==> config.mk <==
export PLATFORM = sky130hd
export DESIGN_NAME = hilo_muldiv_ctrl
export DESIGN_NICKNAME = d
export VERILOG_FILES = /design/src/rtl/hilo_muldiv_ctrl.sv
export SDC_FILE = /design/constraint.sdc
export NUM_CORES = 1
export LEC_CHECK = 0
export ABC_CLOCK_PERIOD_IN_PS = 3700
export BUFFER_PORTS_ARGS = -buffer_cell sky130_fd_sc_hd__buf_4
export CAP_MARGIN = 25
export CORE_MARGIN = 1.5
export CORE_UTILIZATION = 40
export DETAILED_ROUTE_END_ITERATION = 8
export GPL_ROUTABILITY_DRIVEN = 1
export PLACE_DENSITY = 0.64
export SYNTH_ARGS = -nofsm -noshare
export SYNTH_HDL_FRONTEND = slang
export SYNTH_SLANG_ARGS = --single-unit
==> constraint.sdc <==
create_clock -name i_clk -period 3.7 [get_ports i_clk]
set_input_delay 0.37 -clock i_clk [delete_from_list [all_inputs] [get_ports i_clk]]
set_output_delay 0.37 -clock i_clk [all_outputs]
set_load 0.01 [all_outputs]
==> src/rtl/hilo_muldiv_ctrl.sv <==
// HI/LO multiply/divide sequencer: shift-add multiply and restoring divide feeding the HI/LO pair.
// Latency: mul/div write 34 edges after accept; MTHI/MTLO write one edge after accept.
// Backpressure: one op in flight; op_ready only in IDLE; stall holds decode while busy.
//
// Ports:
//   i_clk, i_reset (synchronous, active-high)
//   i_op_valid/i_op_code/i_rs_data/i_rt_data : request from decode, taken when o_op_ready
//   i_mf_req     : MFHI/MFLO in decode
//   o_op_ready, o_busy, o_stall
//   o_hi_we/o_hi_wdata, o_lo_we/o_lo_wdata : one-cycle HI/LO register writes
//   o_div_by_zero: pulses with the write of a divide whose divisor was zero
// Build option: define HILO_DIV_EN to include the divider datapath. Without it,
// DIV/DIVU spend one cycle in WRITE with no write enables.
module hilo_muldiv_ctrl #(
    parameter int WIDTH = 32
) (
    input  logic             i_clk,
    input  logic             i_reset,
    input  logic             i_op_valid,
    input  logic [2:0]       i_op_code,
    input  logic [WIDTH-1:0] i_rs_data,
    input  logic [WIDTH-1:0] i_rt_data,
    input  logic             i_mf_req,
    output logic             o_op_ready,
    output logic             o_busy,
    output logic             o_stall,
    output logic             o_hi_we,
    output logic             o_lo_we,
    output logic [WIDTH-1:0] o_hi_wdata,
    output logic [WIDTH-1:0] o_lo_wdata,
    output logic             o_div_by_zero
);
    localparam logic [2:0] OP_MULT  = 3'b000;
    localparam logic [2:0] OP_MULTU = 3'b001;
    localparam logic [2:0] OP_DIV   = 3'b010;
    localparam logic [2:0] OP_DIVU  = 3'b011;
    localparam logic [2:0] OP_MTHI  = 3'b100;
    localparam logic [2:0] OP_MTLO  = 3'b101;

    localparam logic [2:0] S_IDLE  = 3'd0;
    localparam logic [2:0] S_MUL   = 3'd1;
    localparam logic [2:0] S_DIV   = 3'd2;
    localparam logic [2:0] S_FIX   = 3'd3;
    localparam logic [2:0] S_WRITE = 3'd4;

    localparam int CW = $clog2(WIDTH);
    localparam logic [CW-1:0] LAST_ITER = CW'(WIDTH - 1);

    logic [2:0]         r_state;
    logic [2:0]         r_op;
    logic [CW-1:0]      r_cnt;
    logic [2*WIDTH-1:0] r_acc;   // mul: running product; div: {remainder, dividend/quotient}
    logic [WIDTH-1:0]   r_a;     // mul: |multiplicand|; div: |divisor|
    logic               r_neg;   // product / quotient needs negation in FIX
    logic [WIDTH-1:0]   r_hi;
    logic [WIDTH-1:0]   r_lo;

    // Signed variants are MULT and DIV (op_code[0] == 0, not a move).
    logic             w_signed, w_rs_neg, w_rt_neg;
    logic [WIDTH-1:0] w_rs_abs, w_rt_abs;
    assign w_signed = ~i_op_code[2] & ~i_op_code[0];
    assign w_rs_neg = w_signed & i_rs_data[WIDTH-1];
    assign w_rt_neg = w_signed & i_rt_data[WIDTH-1];
    assign w_rs_abs = w_rs_neg ? -i_rs_data : i_rs_data;
    assign w_rt_abs = w_rt_neg ? -i_rt_data : i_rt_data;

    // Shift-add step: add multiplicand into the upper half when the current
    // multiplier bit (acc[0]) is set, then shift the whole accumulator right.
    logic [WIDTH:0]     w_mul_add, w_mul_sum;
    logic [2*WIDTH-1:0] w_mul_next, w_prod_fix;
    assign w_mul_add  = r_acc[0] ? {1'b0, r_a} : '0;
    assign w_mul_sum  = {1'b0, r_acc[2*WIDTH-1:WIDTH]} + w_mul_add;
    assign w_mul_next = {w_mul_sum, r_acc[WIDTH-1:1]};
    assign w_prod_fix = r_neg ? -r_acc : r_acc;

    logic w_is_mul, w_is_div;
    assign w_is_mul = (r_op == OP_MULT) || (r_op == OP_MULTU);

`ifdef HILO_DIV_EN
    logic [WIDTH-1:0]   r_rs;    // original dividend, returned in HI on divide-by-zero
    logic               r_neg_r; // remainder takes the dividend's sign
    logic               r_dz;
    logic [WIDTH+1:0]   w_div_trial;
    logic               w_div_ge;
    logic [2*WIDTH-1:0] w_div_next;
    logic [WIDTH-1:0]   w_quo_fix, w_rem_fix;

    // Restoring step: trial-subtract divisor from {rem, next dividend bit};
    // keep the difference only when it did not go negative.
    assign w_div_trial = {1'b0, r_acc[2*WIDTH-1:WIDTH], r_acc[WIDTH-1]} - {2'b00, r_a};
    assign w_div_ge    = ~w_div_trial[WIDTH+1];
    assign w_div_next  = {(w_div_ge ? w_div_trial[WIDTH-1:0] : r_acc[2*WIDTH-2:WIDTH-1]),
                          r_acc[WIDTH-2:0], w_div_ge};
    assign w_quo_fix   = r_neg   ? -r_acc[WIDTH-1:0]       : r_acc[WIDTH-1:0];
    assign w_rem_fix   = r_neg_r ? -r_acc[2*WIDTH-1:WIDTH] : r_acc[2*WIDTH-1:WIDTH];
    assign w_is_div    = (r_op == OP_DIV) || (r_op == OP_DIVU);
    assign o_div_by_zero = (r_state == S_WRITE) & r_dz;
`else
    assign w_is_div      = 1'b0;
    assign o_div_by_zero = 1'b0;
`endif

    always_ff @(posedge i_clk) begin
        if (i_reset) begin
            r_state <= S_IDLE;
            r_op    <= '0;
            r_cnt   <= '0;
            r_acc   <= '0;
            r_a     <= '0;
            r_neg   <= 1'b0;
            r_hi    <= '0;
            r_lo    <= '0;
`ifdef HILO_DIV_EN
            r_rs    <= '0;
            r_neg_r <= 1'b0;
            r_dz    <= 1'b0;
`endif
        end else begin
            case (r_state)
                S_IDLE: begin
                    if (i_op_valid) begin
                        r_op  <= i_op_code;
                        r_cnt <= '0;
`ifdef HILO_DIV_EN
                        r_dz  <= 1'b0;
`endif
                        case (i_op_code)
                            OP_MULT, OP_MULTU: begin
                                r_a     <= w_rs_abs;
                                r_acc   <= {{WIDTH{1'b0}}, w_rt_abs};
                                r_neg   <= w_rs_neg ^ w_rt_neg;
                                r_state <= S_MUL;
                            end
`ifdef HILO_DIV_EN
                            OP_DIV, OP_DIVU: begin
                                r_a     <= w_rt_abs;
                                r_acc   <= {{WIDTH{1'b0}}, w_rs_abs};
                                r_neg   <= w_rs_neg ^ w_rt_neg;
                                r_neg_r <= w_rs_neg;
                                r_rs    <= i_rs_data;
                                r_dz    <= (i_rt_data == '0);
                                r_state <= S_DIV;
                            end
`endif
                            OP_MTHI: begin
                                r_hi    <= i_rs_data;
                                r_state <= S_WRITE;
                            end
                            OP_MTLO: begin
                                r_lo    <= i_rs_data;
                                r_state <= S_WRITE;
                            end
                            default: r_state <= S_WRITE;  // no-op codes still take one cycle
                        endcase
                    end
                end
                S_MUL: begin
                    r_acc <= w_mul_next;
                    r_cnt <= r_cnt + 1'b1;
                    if (r_cnt == LAST_ITER) r_state <= S_FIX;
                end
`ifdef HILO_DIV_EN
                S_DIV: begin
                    r_acc <= w_div_next;
                    r_cnt <= r_cnt + 1'b1;
                    if (r_cnt == LAST_ITER) r_state <= S_FIX;
                end
`endif
                S_FIX: begin
`ifdef HILO_DIV_EN
                    if (w_is_div) begin
                        r_hi <= r_dz ? r_rs : w_rem_fix;
                        r_lo <= r_dz ? '1   : w_quo_fix;
                    end else begin
                        {r_hi, r_lo} <= w_prod_fix;
                    end
`else
                    {r_hi, r_lo} <= w_prod_fix;
`endif
                    r_state <= S_WRITE;
                end
                default: r_state <= S_IDLE;  // S_WRITE and any unused encoding
            endcase
        end
    end

    assign o_busy     = (r_state != S_IDLE);
    assign o_op_ready = (r_state == S_IDLE);
    assign o_stall    = (i_op_valid | i_mf_req) & o_busy;
    assign o_hi_we    = (r_state == S_WRITE) & (w_is_mul | w_is_div | (r_op == OP_MTHI));
    assign o_lo_we    = (r_state == S_WRITE) & (w_is_mul | w_is_div | (r_op == OP_MTLO));
    assign o_hi_wdata = r_hi;
    assign o_lo_wdata = r_lo;
endmodule
Yosys cells after proc, flatten, opt, wreduce, memory -nomap -nowiden
Index checks and enable logic that the tools add are counted. W data, S select, Z words.

Word-level logic and storage cells: 74. Register bits: 172. Bits of input ports: 71. Memories kept: 0. Bits in latches: 0. Bits in read-only memories: 0. RAM bits: 0.

Bitwise operators: 12. Div/mod/pow operators: 0. Magnitude comparators: 0. Shift operators: 0. Mux-type cells: 19. Add/sub/neg operators: 5. Equal/unequal tests: 15. Multiply operators: 0. Reductions and logical operators: 15.

Operator list (number): $mux W32 (7); $mux W64 (3); $pmux W32 S2 (2); $pmux W64 S2 (1); $neg A32 Y32 (2); $neg A64 Y64 (1); $add A32 B32 Y33 (1); $eq A3 B3 Y1 const B (5); $reduce_and A3 Y1 (4); $pmux W5 S2 (1); $eq A3 B1 Y1 const B (3); $logic_not A3 Y1 (3); $mux W3 (3); $pmux W3 S3 (1); $and A1 B1 Y1 (6); $ne A2 B1 Y1 const B (3); $reduce_and A2 Y1 (3); $add A5 B1 Y5 const B (1); $eq A5 B5 Y1 const B (1); $mux W5 (1); $ne A2 B2 Y1 const B (2); $reduce_bool A2 Y1 (2); $eq A3 B2 Y1 const B (1); $or A1 B1 Y1 (3); 5 further kinds (6).

Depth between registers and ports, before layout
Gate-level depths: netlist (run 1).

Word-level depth: 7. Depth in mapped cells: 14. Depth with buffers taken out: 12.

Least setup slack after synthesis (run 1)
No wires, ideal clock.

Path type: register to register. Start: register r_acc[0]. End: register r_acc[59]. Cell stages (with the launch flop): 15. Arrival time: 3036 ps. Buffers on the path: 2. Path slack: 547 ps. Library setup time: 117 ps. Path through: dfxtp_1 -> clkbuf_1 -> clkbuf_1 -> and2_1 -> ha_1 -> inv_1 -> fa_1 -> nand2b_1 -> a21oi_1 -> o311ai_0 -> nand3_1 -> a41oi_1 -> o31ai_1 -> xor2_1 -> a22o_1.

Word-level cells in the longest chain between the ends: 3.

RTL lines: start: declaration (line 52) `logic [2*WIDTH-1:0] r_acc;`; start signal: assignment (line 130) `r_acc <= {{WIDTH{1'b0}}, w_rt_abs};`; start signal: assignment (line 158) `r_acc <= w_mul_next;`; $mux W32 (line 71) `assign w_mul_add = r_acc[0] ? {1'b0, r_a} : '0;`; $add A32 B32 Y33 (line 72) `assign w_mul_sum = {1'b0, r_acc[2*WIDTH-1:WIDTH]} + w_mul_add;`; $pmux W64 S2 (line 119) `case (r_state)`.

Every way passes these cells. A chain may end at the register's enable or synchronous reset.

Worst setup path after layout (run 1)
Same ends and word-level chain as after synthesis.

==> qor.csv, run 1 <==
stage,metric,value,unit
place,gp_congestion,0.899,
clock_tree,clockRootBuffer,clkbuf_16,
setup_path,crit_type,reg2reg,
global_route,grt_pass1_wl,57800,um
detailed_routing,routedWlPerCell,19.4,um
power,ir_worst_vdd,319,uV
clock_tree,clk_pin_slew,0.08,ns
floorplan,start_util,0.409,
setup_path,slowest_delay,0.54,ns
finish,diodes,0,
setup_path,path_cells,and2_1 -> ha_1 -> inv_1 -> fa_1 -> nand2b_1 -> a21oi_1 -> o311ai_0 -> nand3_1 -> a41oi_1 -> o31ai_1 -> buf_4 -> xor2_1 -> a22o_1,
setup_path,crit_start,r_acc[0]$_SDFFE_PP0P_,
setup_path,reg2regPathDepth,13,
clock_tree,cts_sinks,172,
clock_tree,cts_hold_buffers,0,
logic_synthesis,syn_area_per_cell,7.72,um^2
detailed_routing,postRouteAntennaNets,0,
setup_path,timing.rr.end,r_acc[59]$_SDFFE_PP0P_,
global_route,antenna_found_initial,0,
floorplan,num_rows,60,
setup_path,setup.worst_path.end,r_acc[59]$_SDFFE_PP0P_,
logic_synthesis,ys_ff_latch,172,
floorplan,core_area,27100,um^2
place,portBuffers,139,
logic_synthesis,synth.distinct_cells,67,
logic_synthesis,synth_ff_type,dfxtp_1,
logic_synthesis,synth_top_family_by_area,compound AO/OA/AOI/OAI gates,
logic_synthesis,syn_nets,1544,
setup_path,crit-reg2reg-launch,r_acc[0]$_SDFFE_PP0P_,
logic_synthesis,synth-xor-area-share,0.112,
floorplan,die_x,169,um
setup_path,start_kind,register,
place,placed_cell_area,12500,um^2
timing,tightest_slew,1.04,ns
setup_path,cp-end-kind,register,
logic_synthesis,synthMuxAreaShare,0.00373,
timing,max_freq,293,MHz
logic_synthesis,synth_top_area_share,0.311,
timing,final_hold_viol_count,0,
timing,period_needed,3.42,ns
logic_synthesis,yosys.area.top_type,dfxtp_1,
setup_path,arrival,3.75,ns
min_path,hold_class,in2reg,
detailed_routing,drc_errors,0,
logic_synthesis,synthAdderAreaFrac,0.0436,
timing,rsz0062_at_grt,no,
setup_path,rrSetupSlack,0.28,ns
setup_path,worst-endpoint-required,4.04,ns
clock_tree,clockBufferDepth,2,
logic_synthesis,synthCells,1435,
power,p_leak,5.18,nW
flow_run,maxCapViolations,0,
logic_synthesis,netlist_area,11100,um^2
detailed_routing,first_pass_iters,6,
logic_synthesis,async_flop_share,0,
global_route,track_usage,0.257,
detailed_routing,vias,11159,
clock_tree,cts_buffers,17,
logic_synthesis,synth_area_leaders,"dfxtp_1 (31%), nor2_1 (6.1%), xnor2_1 (5.9%)",
finish,layout_commonest_cell,nor2_1,
detailed_routing,drt_iter0_markers,944,
finish,layout_common_cells,"nor2_1 (178), buf_4 (172), dfxtp_1 (170)",
setup_path,worst-path-max-fanout,14,
timing,fin_hold_ws,0.200,ns
finish,fin_nets,1646,
logic_synthesis,synth_edf_count,0,
clock_tree,htreeDepth,4,
place,hpwlAfterDp,28200,um
power,powerDensity,366,nW/um^2
global_route,grt_overflow,0,
clock_tree,cts_tree,done,
timing,slew_violations,0,
detailed_routing,finalWirelength,37200,um
timing,finalSetupTns,0,ns
run_status,status,"finished, final reports clean",
global_route,grt_pass1_vias,10455,
timing,setup_viol_count_final,0,
finish,layout-drive-gt1-share,0.152,
logic_synthesis,yosysWarningCount,0,
setup_path,cpMaxStageDelayCell,o311ai_0,
finish,syn_to_final_growth,18.4,%
clock_tree,clkLatencyLatePin,0.45,ns
timing,min_period_over_period,0.923,
floorplan,dieArea,28700,um^2
logic_synthesis,yosys.area_share.simple,0.226,
floorplan,die_y,169,um
logic_synthesis,yosysSeqAreaShare,0.311,
detailed_routing,viasPerCell,5.81,
floorplan,io_pins,141,
timing,clock_skew,0.0148,ns
global_route,grt_max_degree,53,
finish,design_area,13100,um^2
timing,slew_headroom,0.303,
logic_synthesis,synth_compound_gate_area_share,0.266,
==> worst min path at each step <==
stage	startpoint	endpoint	slack, ns	depth (start not counted)
after floorplan	r_a[25]$_SDFFE_PP0P_	r_a[25]$_SDFFE_PP0P_	0.42	2
after global placement	r_op[1]$_SDFFE_PP0P_	r_op[1]$_SDFFE_PP0P_	0.44	2
after detailed placement	r_op[1]$_SDFFE_PP0P_	r_op[1]$_SDFFE_PP0P_	0.45	2
after CTS	i_op_code[1]	r_op[1]$_SDFFE_PP0P_	0.19	3
after global routing	i_op_code[1]	r_op[1]$_SDFFE_PP0P_	0.21	3
final	i_op_code[1]	r_op[1]$_SDFFE_PP0P_	0.20	3
==> area by class of cell <==
type                       instances  area (um^2)
clock inverter                    14          155
timing repair buffer             173         1310
inverter                          22         82.6
sequential                       172         3450
tap                              372          465
fill                            2664        14000
clock buffer                      17          425
multi-input combinational       1151         7240
==> sequential cells by signal (all words and copies together), names as in the netlist <==
| signal | flops |
|---|---|
| r_op | 3 |
| r_state | 3 |
| o_lo_wdata | 32 |
| r_acc | 64 |
| o_hi_wdata | 32 |
| r_a | 32 |
| r_neg | 1 |
| r_cnt | 5 |
==> metrics by stage <==
| stage | utilization | setup WS [ns] | total power (W) | instances |
|---|---|---|---|---|
| finish | 0.484 | 0.284 | 0.00480 | 1921 |
| global route | 0.484 | 0.121 | 0.00497 | 1921 |
| CTS | 0.484 | 0.245 | 0.00481 | 1921 |
| detailed placement | 0.463 | 0.330 | 0.00304 | 1890 |
| global placement | 0.463 | 0.393 | 0.00303 | 1890 |
| floorplan | - | 0.547 | 0.00263 | 1435 |
==> synth_stat cells (all sizes together) (3+ instances only) <==
master	instances
nor2	181
dfxtp	172
nand2	168
a21oi	93
clkbuf	83
xnor2	75
o21ai	68
xor2	67
a211oi	45
and2	37
ha	37
a22oi	35
nand3	30
nor3	30
a311oi	27
o31ai	27
a22o	23
inv	22
nand2b	20
o22ai	20
or4	19
o41ai	16
a31oi	15
a21o	14
nor4	13
a2111oi	11
or3	10
a21boi	8
buf	7
nor3b	5
or2	5
nand4	4
nor2b	4
o211ai	4
o21a	4
and3	3
mux2i	3
o21bai	3
o31a	3
==> routing by layer <==
metal / vias to the layer above / track usage / share of wire
li1: 5401 / - / -
met2: 440 / 0.429 / 0.47
met4: 0 / 0.0900 / 0.028
met3: 70 / 0.0364 / 0.061
met5: - / 0 / 0
met1: 5248 / 0.340 / 0.45
==> kinds of logic (layout without fill, tap and decap cells) <==
group / count (synthesis) / in the layout
fa+ha+maj: 38 / 38
mux: 4 / 4
flops: 172 / 172
simple gates: 535 / 535
compound gates: 431 / 431
buf+inv: 112 / 226
xor+xnor: 142 / 142
other cells: 1 / 1
==> critical path: cells and delay by family (launching register included) <==
family,cells,cell delay (ns)
AOI/OAI and AO/OA,5,1.47
xor gates and xnor gates,1,0.13
adders and majority gates,2,0.38
buffers and inverters,2,0.24
DFF,1,0.42
and+or+nand+nor,3,0.65
==> power breakdown <==
part	leakage, nW	internal [W]	switching [W]
Combinational	3.51	0.000377	0.000581
Sequential	1.40	0.00195	0.000102
Clock	0.277	0.000898	0.000895
==> what timing repair did <==
item | in CTS | in global routing
resized for setup | 0 | 1
buffers inserted | 0 | 0
setup endpoints to repair | 0 | 2
Note: power is estimated with default switching activity, not from simulation.
==> inputs of run 2 (changes only) <==
--- a/config.mk
+++ b/config.mk
@@ -9,10 +9,10 @@
 export BUFFER_PORTS_ARGS = -buffer_cell sky130_fd_sc_hd__buf_4
 export CAP_MARGIN = 25
 export CORE_MARGIN = 1.5
-export CORE_UTILIZATION = 40
+export CORE_UTILIZATION = 55
 export DETAILED_ROUTE_END_ITERATION = 8
 export GPL_ROUTABILITY_DRIVEN = 1
-export PLACE_DENSITY = 0.64
+export PLACE_DENSITY = 0.81
 export SYNTH_ARGS = -nofsm -noshare
 export SYNTH_HDL_FRONTEND = slang
 export SYNTH_SLANG_ARGS = --single-unit
==> run 2 against run 1 <==
- count of clock-buffer cells in the layout increased by 1
- total power rose by 5.4%
- critical path depth is the same
- combinational power decreased by 0.8%
==> qor.csv, run 2 (synthesized netlist as in run 1, its figures left out) <==
stage,metric,value,unit,change
clock_tree,cts_resized,0,,unchanged
setup_path,rrSetupSlack,0.42,ns,was 0.28 ns
global_route,antenna_found_initial,1,,was 0
timing,slew_violations,0,,unchanged
timing,final_hold_viol_count,0,,unchanged
power,p_leak,5.22,nW,was 5.18 nW
global_route,track_usage,0.334,,was 0.257
timing,rsz0062_at_grt,no,,unchanged
floorplan,num_rows,51,,was 60
timing,finalSetupTns,0,ns,unchanged
setup_path,cpMaxStageDelayCell,dfxtp_1,,was o311ai_0
finish,diodes,0,,unchanged
detailed_routing,drt_iter0_markers,1117,,was 944
place,portBuffers,139,,unchanged
floorplan,die_x,145,um,was 169 um
finish,fillers,1686,,was 2664
global_route,grt_pass1_wl,56500,um,was 57800 um
power,powerDensity,388,nW/um^2,was 366 nW/um^2
min_path,whs_path_depth,3,,unchanged
setup_path,crit_buf_inv,2,,unchanged
timing,min_period_over_period,0.886,,was 0.923
timing,tightest_slew,0.840,ns,was 1.04 ns
detailed_routing,wl_met3,2860,um,was 2270 um
place,hpwlAfterDp,26300,um,was 28200 um
place,gp_congestion,1.01,,was 0.899
detailed_routing,postRouteAntennaNets,0,,unchanged
min_path,holdPathEnd,r_op[1]$_SDFFE_PP0P_,,unchanged
clock_tree,clkLatencyLatePin,0.44,ns,was 0.45 ns
finish,top_register,r_acc,,unchanged
clock_tree,clockBufferDepth,2,,unchanged
timing,max_freq,305,MHz,was 293 MHz
finish,utilization,0.667,,was 0.484
timing,setup_viol_count_final,0,,unchanged
setup_path,reg2regPathDepth,13,,unchanged
finish,final-seq-area,3440,um^2,was 3450 um^2
detailed_routing,dr_wl_met2,16700,um,was 17300 um
setup_path,timing.rr.end,r_acc[59]$_SDFFE_PP0P_,,unchanged
setup_path,worst-path-max-fanout,10,,was 14
clock_tree,cts_tree,done,,unchanged
finish,multi_input_area,7230,um^2,was 7240 um^2
setup_path,arrival,3.61,ns,was 3.75 ns
clock_tree,clk_pin_slew,0.07,ns,was 0.08 ns
clock_tree,cts_hold_buffers,0,,unchanged
setup_path,worst-endpoint-required,4.03,ns,was 4.04 ns
finish,layout-drive-gt1-share,0.149,,was 0.152
detailed_routing,route.top_layer_used,met4,,unchanged
flow_run,maxCapViolations,0,,unchanged
setup_path,start_kind,register,,unchanged
place,dp_slack,0.520,ns,was 0.330 ns
power,ir_worst_vdd,298,uV,was 319 uV
detailed_routing,vias,11430,,was 11.2k
setup_path,crit_type,reg2reg,,unchanged
power,finalPower,0.00506,W,was 0.00480 W
global_route,grt_max_degree,70,,was 53
detailed_routing,drc_errors,0,,unchanged
floorplan,dieArea,21000,um^2,was 28700 um^2
detailed_routing,viasPerCell,6.31,,was 5.81
timing,clock_skew,0.0127,ns,was 0.0148 ns
floorplan,io_pins,141,,unchanged
setup_path,cp-end-kind,register,,unchanged
finish,fin_nets,1644,,was 1646
min_path,worstHoldStart,i_op_code[1],,unchanged
setup_path,slowest_delay,0.52,ns,was 0.54 ns
clock_tree,htreeDepth,4,,unchanged
floorplan,die_y,145,um,was 169 um
finish,largest_reg_flops,64,,unchanged
setup_path,path_cells,and2_1 -> ha_1 -> inv_1 -> fa_1 -> nand2b_1 -> a21oi_1 -> o311ai_0 -> nand3_1 -> a41oi_1 -> o31ai_1 -> buf_4 -> xor2_1 -> a22o_1,,unchanged
clock_tree,cts_buffers,17,,unchanged
timing,period_needed,3.28,ns,was 3.42 ns
run_status,status,"finished, final reports clean",,unchanged
finish,layout_commonest_cell,nor2_1,,unchanged
global_route,grt_overflow,0,,unchanged
finish,layout_common_cells,"nor2_1 (178), dfxtp_1 (171), buf_4 (169)",,"was nor2_1 (178), buf_4 (172), dfxtp_1 (170)"
setup_path,crit_family,compound AO/OA/AOI/OAI gates,,unchanged
floorplan,start_util,0.566,,was 0.409
clock_tree,cts_sinks,172,,unchanged
global_route,grt_pass1_vias,10726,,was 10.5k
detailed_routing,routedWlPerCell,19.6,um,was 19.4 um
finish,syn_to_final_growth,17.9,%,was 18.4%
detailed_routing,wl_met1,14500,um,was 16600 um
min_path,hold_class,in2reg,,unchanged
timing,slew_headroom,0.439,,was 0.303
clock_tree,post_cts_buffers,0,,unchanged
detailed_routing,first_pass_iters,5,,was 6
timing,fin_ws,0.420,ns,was 0.284 ns
timing,fin_hold_ws,0.211,ns,was 0.200 ns
floorplan,core_area,19600,um^2,was 27100 um^2
detailed_routing,finalWirelength,35500,um,was 37200 um
clock_tree,clockRootBuffer,clkbuf_16,,unchanged
setup_path,crit-reg2reg-launch,r_acc[0]$_SDFFE_PP0P_,,unchanged
[run 2: cell type report]
cell class	count	share of cell area
multi-input cells	1151	0.554
clock inverters	13	0.0174
well taps	265	0.0254
clock buffers	18	0.0336
repair buffers	171	0.100
flip-flops and latches	172	0.264
inverters	22	0.00632
[run 2: worst min-delay path, cell delays in order]
cell     delay (ns)
buf_4          0.12
nand2_1        0.06
a21oi_1        0.05
[run 2: where the power goes]
part	leakage, nW	switching [W]	internal, W
Sequential	1.40	0.0000973	0.00195
Combinational	3.50	0.000574	0.000376
Clock	0.328	0.000829	0.00124
Total	5.22	0.00150	0.00356
[run 2: metal layers]
layer	vias to the layer above	GRT usage
li1	5390	-
met1	5399	0.430
met2	547	0.550
met3	94	0.0506
met4	0	0.152
met5	-	0
[run 2: worst max-delay path by stage]
stage	endpoint	startpoint	depth (start not counted)	slack [ns]
2_1_floorplan	r_acc[59]$_SDFFE_PP0P_	r_acc[0]$_SDFFE_PP0P_	14	0.55
3_3_place_gp	r_acc[59]$_SDFFE_PP0P_	r_acc[0]$_SDFFE_PP0P_	12	0.62
3_5_place_dp	r_acc[59]$_SDFFE_PP0P_	r_acc[0]$_SDFFE_PP0P_	13	0.52
4_1_cts	r_acc[59]$_SDFFE_PP0P_	r_acc[0]$_SDFFE_PP0P_	13	0.44
5_1_grt	r_acc[59]$_SDFFE_PP0P_	r_acc[0]$_SDFFE_PP0P_	13	0.16
6_report	r_acc[59]$_SDFFE_PP0P_	r_acc[0]$_SDFFE_PP0P_	13	0.42
[run 2: metrics by stage]
stage	std cells	cell area, um^2
detailed placement	1779	12400
finish	1812	13100
global route	1812	13100
floorplan	1435	11100
global placement	1779	12400
CTS	1810	13000
